<file path="src/rtl/note_recorder_if.sv">
// Song RAM writer bus: tempo/control inputs toward the recorder, RAM write port
// and take status back out.
`timescale 1ns/1ps
interface note_recorder_if #(
   parameter int ADDR_W = 6,
   parameter int DATA_W = 32,
   parameter int NOTE_W = 7
) ();
   logic                tick;
   logic                start;
   logic                stop;
   logic [NOTE_W-1:0]   note_in;
   logic                wren;
   logic [ADDR_W-1:0]   wr_addr;
   logic [DATA_W-1:0]   wr_data;
   logic                busy;
   logic                done;
   logic                full;
   logic [ADDR_W:0]     length;

   // Controller / testbench side
   modport master (
      output tick, start, stop, note_in,
      input  wren, wr_addr, wr_data, busy, done, full, length
   );

   // Recorder side
   modport slave (
      input  tick, start, stop, note_in,
      output wren, wr_addr, wr_data, busy, done, full, length
   );
endinterface

</file>
<file path="src/rtl/note_recorder.sv">
// Note recorder: samples a note code on each tempo tick, run-length encodes it
// into one {note, duration} word per run and writes the take into the song RAM,
// closing it with an all-zero end marker unless the RAM filled up.
//
// state     | meaning
// ----------+-----------------------------------------------------------
// IDLE      | after reset, waiting for start
// WAIT_TICK | take armed, waiting for the first tick to open a run
// RECORD    | a run is open; each tick extends it or commits it
// FLUSH     | stop seen: commit the open run
// MARK      | write the zero end-marker after the last run
// DONE      | take finished; status held until the next start
`timescale 1ns/1ps
module note_recorder #(
   parameter int ADDR_W = 6,
   parameter int DATA_W = 32,
   parameter int NOTE_W = 7,
   parameter int DUR_W  = 16
) (
   input  logic              clk,
   input  logic              resetn,
   note_recorder_if.slave    bus
);

   typedef enum logic [2:0] {
      S_IDLE      = 3'd0,
      S_WAIT_TICK = 3'd1,
      S_RECORD    = 3'd2,
      S_FLUSH     = 3'd3,
      S_MARK      = 3'd4,
      S_DONE      = 3'd5
   } state_t;

   localparam logic [ADDR_W-1:0] LAST_ADDR = '1;
   localparam logic [ADDR_W-1:0] ADDR_ONE  = ADDR_W'(1);
   localparam logic [ADDR_W:0]   LEN_ONE   = (ADDR_W+1)'(1);
   localparam logic [DUR_W-1:0]  DUR_MAX   = '1;
   localparam logic [DUR_W-1:0]  DUR_ONE   = DUR_W'(1);

   state_t              r_state;
   logic [NOTE_W-1:0]   r_cur_note;
   logic [DUR_W-1:0]    r_dur;
   logic [ADDR_W-1:0]   r_next_addr;

   logic                r_wren;
   logic [ADDR_W-1:0]   r_wr_addr;
   logic [DATA_W-1:0]   r_wr_data;
   logic                r_busy;
   logic                r_done;
   logic                r_full;
   logic [ADDR_W:0]     r_length;

   logic [DATA_W-1:0]   w_run_word;
   logic                w_same_note;
   logic                w_dur_sat;
   logic                w_last_slot;

   // Pack the open run into a RAM word; bits above the note field stay zero.
   always_comb begin
      w_run_word                  = '0;
      w_run_word[DUR_W-1:0]       = r_dur;
      w_run_word[DUR_W +: NOTE_W] = r_cur_note;
   end

   assign w_same_note = (bus.note_in == r_cur_note);
   assign w_dur_sat   = (r_dur == DUR_MAX);
   assign w_last_slot = (r_next_addr == LAST_ADDR);

   // Take sequencer; every output is a register updated alongside the state.
   always_ff @(posedge clk or negedge resetn) begin
      if (!resetn) begin
         r_state     <= S_IDLE;
         r_cur_note  <= '0;
         r_dur       <= '0;
         r_next_addr <= '0;
         r_wren      <= 1'b0;
         r_wr_addr   <= '0;
         r_wr_data   <= '0;
         r_busy      <= 1'b0;
         r_done      <= 1'b0;
         r_full      <= 1'b0;
         r_length    <= '0;
      end else begin
         r_wren <= 1'b0;
         unique case (r_state)
            S_IDLE, S_DONE: begin
               if (bus.start) begin
                  r_state     <= S_WAIT_TICK;
                  r_next_addr <= '0;
                  r_length    <= '0;
                  r_full      <= 1'b0;
                  r_done      <= 1'b0;
                  r_busy      <= 1'b1;
               end
            end

            S_WAIT_TICK: begin
               if (bus.stop) begin
                  // Nothing was recorded, so there is no run and no marker.
                  r_state  <= S_DONE;
                  r_length <= '0;
                  r_busy   <= 1'b0;
                  r_done   <= 1'b1;
               end else if (bus.tick) begin
                  r_state    <= S_RECORD;
                  r_cur_note <= bus.note_in;
                  r_dur      <= DUR_ONE;
               end
            end

            S_RECORD: begin
               if (bus.stop) begin
                  // A tick in the same cycle is dropped so the open run is
                  // flushed exactly as it stood.
                  r_state <= S_FLUSH;
               end else if (bus.tick) begin
                  if (w_same_note && !w_dur_sat) begin
                     r_dur <= r_dur + DUR_ONE;
                  end else begin
                     r_wren     <= 1'b1;
                     r_wr_addr  <= r_next_addr;
                     r_wr_data  <= w_run_word;
                     r_length   <= r_length + LEN_ONE;
                     r_cur_note <= bus.note_in;
                     r_dur      <= DUR_ONE;
                     if (w_last_slot) begin
                        // RAM is full: the run just opened has nowhere to go.
                        r_full  <= 1'b1;
                        r_state <= S_DONE;
                        r_busy  <= 1'b0;
                        r_done  <= 1'b1;
                     end else begin
                        r_next_addr <= r_next_addr + ADDR_ONE;
                     end
                  end
               end
            end

            S_FLUSH: begin
               r_wren    <= 1'b1;
               r_wr_addr <= r_next_addr;
               r_wr_data <= w_run_word;
               r_length  <= r_length + LEN_ONE;
               if (w_last_slot) begin
                  // No room left for the end marker.
                  r_full  <= 1'b1;
                  r_state <= S_DONE;
                  r_busy  <= 1'b0;
                  r_done  <= 1'b1;
               end else begin
                  r_next_addr <= r_next_addr + ADDR_ONE;
                  r_state     <= S_MARK;
               end
            end

            S_MARK: begin
               r_wren    <= 1'b1;
               r_wr_addr <= r_next_addr;
               r_wr_data <= '0;
               r_state   <= S_DONE;
               r_busy    <= 1'b0;
               r_done    <= 1'b1;
            end

            default: begin
               r_state <= S_IDLE;
               r_busy  <= 1'b0;
               r_done  <= 1'b0;
            end
         endcase
      end
   end

   assign bus.wren    = r_wren;
   assign bus.wr_addr = r_wr_addr;
   assign bus.wr_data = r_wr_data;
   assign bus.busy    = r_busy;
   assign bus.done    = r_done;
   assign bus.full    = r_full;
   assign bus.length  = r_length;

endmodule
</file>
<file path="src/flat_wrapper.sv">
// flat-port wrapper written by rule: the top's interface ports become plain ports
module note_recorder_flat 
#(
   parameter int ADDR_W = 6,
   parameter int DATA_W = 32,
   parameter int NOTE_W = 7,
   parameter int DUR_W  = 16
)
  (clk, resetn, bus_tick, bus_start, bus_stop, bus_note_in, bus_wren, bus_wr_addr, bus_wr_data, bus_busy, bus_done, bus_full, bus_length);
  note_recorder_if #(.ADDR_W(ADDR_W), .DATA_W(DATA_W), .NOTE_W(NOTE_W)) bus_i ();
  input  logic clk;
  input  logic resetn;
  input wire logic [$bits(bus_i.tick)-1:0] bus_tick;
  input wire logic [$bits(bus_i.start)-1:0] bus_start;
  input wire logic [$bits(bus_i.stop)-1:0] bus_stop;
  input wire logic [$bits(bus_i.note_in)-1:0] bus_note_in;
  output wire logic [$bits(bus_i.wren)-1:0] bus_wren;
  output wire logic [$bits(bus_i.wr_addr)-1:0] bus_wr_addr;
  output wire logic [$bits(bus_i.wr_data)-1:0] bus_wr_data;
  output wire logic [$bits(bus_i.busy)-1:0] bus_busy;
  output wire logic [$bits(bus_i.done)-1:0] bus_done;
  output wire logic [$bits(bus_i.full)-1:0] bus_full;
  output wire logic [$bits(bus_i.length)-1:0] bus_length;
  assign bus_i.tick = bus_tick;
  assign bus_i.start = bus_start;
  assign bus_i.stop = bus_stop;
  assign bus_i.note_in = bus_note_in;
  assign bus_wren = bus_i.wren;
  assign bus_wr_addr = bus_i.wr_addr;
  assign bus_wr_data = bus_i.wr_data;
  assign bus_busy = bus_i.busy;
  assign bus_done = bus_i.done;
  assign bus_full = bus_i.full;
  assign bus_length = bus_i.length;
  note_recorder #(.ADDR_W(ADDR_W), .DATA_W(DATA_W), .NOTE_W(NOTE_W), .DUR_W(DUR_W)) u_core (.clk(clk), .resetn(resetn), .bus(bus_i));
endmodule
</file>
<file path="config.mk">
export PLATFORM = sky130hd
export DESIGN_NAME = note_recorder_flat
export DESIGN_NICKNAME = d
export VERILOG_FILES = /design/src/rtl/note_recorder_if.sv /design/src/rtl/note_recorder.sv /design/src/flat_wrapper.sv
export SDC_FILE = /design/constraint.sdc
export NUM_CORES = 1
export LEC_CHECK = 0
export BUFFER_PORTS_ARGS = -buffer_cell sky130_fd_sc_hd__buf_2
export CORE_ASPECT_RATIO = 2
export CORE_MARGIN = 8
export CORE_UTILIZATION = 52
export DETAILED_ROUTE_END_ITERATION = 6
export GPL_ROUTABILITY_DRIVEN = 0
export PLACE_DENSITY = 0.77
export REMOVE_ABC_BUFFERS = 1
export SYNTH_ARGS = -nofsm -noshare
export SYNTH_HDL_FRONTEND = slang
export SYNTH_SLANG_ARGS = --single-unit
</file>
<file path="constraint.sdc">
create_clock -name clk -period 2.6 [get_ports clk]
set_clock_uncertainty 0.15 [all_clocks]
set_input_delay 0.13 -clock clk [delete_from_list [all_inputs] [get_ports clk]]
set_output_delay 0.13 -clock clk [all_outputs]
set_load 0.02 [all_outputs]
</file>
==> qor.csv <==
metric,value,unit
antenna fix cells,0,
post-route ant nets,0,
cells along the critical path,ha_2 -> nand4_1 -> or4_4 -> and4_4 -> or4_1 -> a32o_1,
smallest hold slack,54.17,ps
IO buf count,51,
Post-Syn Area per Cell,9.886,sq um
Worst-Skew Late Latency,340,ps
DPL Wire Length,7.538,mm
Cell variety after synth,64,
drt initial violations,165,
global-route wire length before repair,18.10,mm
Starting Density,52.54,%
Final Power,5.092,mW
largest net degree at the start of global routing,29,
Power Density,1013,nW/um^2
CTS tree,done,
max_slew headroom,51.84,%
leak pwr,2.368,nW
register area share after synthesis,43.81,%
Worst setup SP type,flop,
Routed WL,10.67,mm
fmax,0.3975,GHz
CTS H-tree depth,3,
via count,3597,
ys async rst share,100.0,%
WHS Endpoint,u_core.r_state[2],
Synth Instances,416,
share of cells above drive strength 1,26.49,%
min-delay src,bus_stop,
VDD IR max,0.7251,mV
min-delay worst type,input pin to flop,
RSZ-0062 raised after global routing,false,
status,"complete, no violations",
initial antenna violation count,0,
number of buffers created by CTS,9,
area occupied by multi-input gates,2113,sq um
Yosys reg bits,72,
hold path depth,3,
slowest CP cell,or4_1,
nets@finish,512,
fin crit share,96.76,%
Post-synth top flop,dfrtp_1,
# rows,46,
"slowest stage delay, CP",540,ps
CTS root buf,clkbuf_16,
routed len/inst,17.84,um
TritonRoute pass-1 iters,5,
Post-Place Cells,573,
reg2reg end,u_core.r_next_addr[1],
Clock Sinks,72,
# DRC,0,
max_cap viols,0,
FF+latch area,1802,sq um
filler instances,648,
"EDFF count, synth",0,
synth warn,0,
actual slew at the worst max-slew pin,719.7,ps
Vias/cell,6.015,
WP buf/inv,0,
Slew Limit Fails,0,
GR Overflow Total,0,
Crit path depth,6,
Max Root-Sink Buffers,2,
synthesized area,4113,sq um
Fin. Hold Viols,0,
"Worst Path Class, Setup",flop to flop,
setup tns final,0,ps
crit path max fanout,13,
# IOs,61,
WP data required,2670,ps
final setup violation count,0,
Tmin final,2516,ps
die height,141.8,um
Critical R2R Launch,u_core.r_dur[1],
R2R depth,6,
clock-pin slew on the worst setup and hold paths,60,ps
Area Overhead vs Synth,22.24,%
endpoint type of the worst setup path,flop,
CP top delay family,simple AND/OR/NAND/NOR gates,
flop-to-flop setup slack,80,ps
Core ar.,7828,sq um
Arrival @ worst endpoint,2590,ps
Die W,78.89,um
vias in the first global route,3688,
Tot GR Track Use,19.98,%
Die ar.,11180,sq um
fin cells,598,
==> state kept, by name, indices dropped and copies added (netlist names) <==
name and flops:
u_core.r_state 3, u_core.bus.full 1, u_core.bus.wr_addr 6, u_core.bus.wr_data 23, u_core.bus.done 1, u_core.r_dur 16
u_core.bus.length 7, u_core.r_cur_note 7, u_core.bus.busy 1, u_core.bus.wren 1, u_core.r_next_addr 6
==> synth_stat cells, types with 4 or more instances <==
| library cell | instances | area share, % |
|---|---|---|
| a21oi_1 | 7 | 0.85 |
| and3_1 | 6 | 0.91 |
| buf_1 | 4 | 0.36 |
| buf_2 | 4 | 0.49 |
| buf_4 | 9 | 1.6 |
| clkbuf_1 | 13 | 1.2 |
| dfrtp_1 | 72 | 44 |
| inv_1 | 6 | 0.55 |
| mux2_2 | 7 | 1.9 |
| mux2i_1 | 22 | 5.4 |
| nand2_1 | 35 | 3.2 |
| nand2b_1 | 9 | 1.4 |
| nand3_1 | 17 | 2.1 |
| nand4_1 | 6 | 0.91 |
| nor2_1 | 30 | 2.7 |
| nor3_1 | 6 | 0.73 |
| nor4_1 | 6 | 0.91 |
| o21ai_0 | 20 | 2.4 |
| o21ai_1 | 18 | 2.2 |
| o221a_2 | 7 | 1.9 |
| o221ai_1 | 4 | 0.85 |
| o31ai_1 | 10 | 1.8 |
| o32ai_1 | 6 | 1.3 |
| o41ai_1 | 9 | 1.9 |
| or3_1 | 6 | 0.91 |
| xnor2_1 | 5 | 1.1 |
| xor2_1 | 16 | 3.4 |
==> layout by cell type (no fill, tap or decap), types with 3 or more instances in the layout <==
| cell type | synthesis | layout |
|---|---|---|
| conb_1 | 1 | 9 |
| xor2_1 | 16 | 16 |
| buf_2 | 4 | 51 |
| mux2_2 | 7 | 7 |
| xnor2_1 | 5 | 5 |
| mux2i_1 | 22 | 22 |
| and3_1 | 6 | 6 |
| nand2_1 | 35 | 35 |
| o21ai_0 | 20 | 20 |
| o41ai_1 | 9 | 9 |
| o32ai_1 | 6 | 6 |
| o31ai_1 | 10 | 10 |
| a32o_1 | 3 | 3 |
| o221a_2 | 7 | 7 |
| nor3_1 | 6 | 6 |
| clkbuf_16 | 0 | 9 |
| a21oi_1 | 7 | 6 |
| a31oi_1 | 3 | 3 |
| inv_1 | 6 | 6 |
| nor2_1 | 30 | 30 |
| nor4_1 | 6 | 6 |
| o21a_1 | 3 | 3 |
| or3_1 | 6 | 6 |
| o221ai_1 | 4 | 4 |
| dlygate4sd3_1 | 0 | 8 |
| nand3_1 | 17 | 17 |
| o21ai_1 | 18 | 18 |
| a311oi_1 | 3 | 3 |
| nand2b_1 | 9 | 9 |
| nand4_1 | 6 | 6 |
| or2_2 | 3 | 3 |
| buf_4 | 9 | 37 |
| dfrtp_1 | 72 | 72 |
==> cell type report <==
class,instances,area share [%]
Sequential cell,72,35.84
Tap cell,96,2.389
Inverter,7,0.5226
Timing Repair Buffer,97,12.59
Clock inverter,4,1.518
Multi-Input combinational cell,310,42.04
Clock buffer,12,5.102
==> worst max path at each step <==
| stage | startpoint | endpoint | slack (ps) |
|---|---|---|---|
| after floorplan | u_core.r_cur_note[2] | u_core.r_next_addr[2] | -510 |
| after global placement | u_core.r_dur[1] | u_core.r_next_addr[1] | 140 |
| after detailed placement | u_core.r_dur[1] | u_core.r_cur_note[3] | 60 |
| after CTS | u_core.r_dur[1] | u_core.r_cur_note[3] | 50 |
| after global routing | bus_note_in[2] | u_core.bus.wr_data[7] | 1 |
| final | u_core.r_dur[1] | u_core.r_next_addr[1] | 80 |
==> layer usage <==
layer	global-route usage, %	part of all wire, %
met2	33.41	51
met5	0	0
met1	23.71	41
met3	5.260	5.5
met4	7.375	1.8
==> per-stage QoR <==
| stage | setup slack (ps) | instance area, sq um | util [%] |
|---|---|---|---|
| 2_1_floorplan | -513.8 | 3931 | - |
| 4_1_cts | 47.30 | 5010 | 64.00 |
| 6_report | 84.35 | 5027 | 64.23 |
| 5_1_grt | 1.072 | 5027 | 64.23 |
| 3_5_place_dp | 57.84 | 4597 | 58.73 |
| 3_3_place_gp | 138.9 | 4597 | 58.73 |
==> timing repair <==
item / in CTS / in global routing
setup buffers: 0 / 1
hold buffers: 8 / 0
resized for setup: 0 / 3
setup endpoints to repair: 0 / 22
hold endpoints to repair: 33 / 0
==> worst reg2reg max path, cell delays in order (launching register included) <==
cell,delay (ps)
dfrtp_1,380
ha_2,200
nand4_1,150
or4_4,520
and4_4,250
or4_1,540
a32o_1,210
==> logic make-up (layout without fill, tap and decap cells) <==
group,count (synthesis),count (layout),synth area share [%]
AO/OA/AOI/OAI,111,111,19.87
XOR/XNOR,21,21,4.472
adder cells (fa/ha/maj),3,3,0.9128
buffers and inverters,42,120,5.780
flip-flops,72,72,43.81
multiplexers,29,29,7.271
other,1,9,0.09118
AND/OR/NAND/NOR,137,137,17.80
==> where the power goes <==
part,total [mW],switching [mW],internal [mW]
clock network,1.35,0.460,0.893
logic,2.11,1.21,0.901
registers,1.63,0.276,1.35
total,5.09,1.94,3.15
Power figures use the tool's default switching activity.
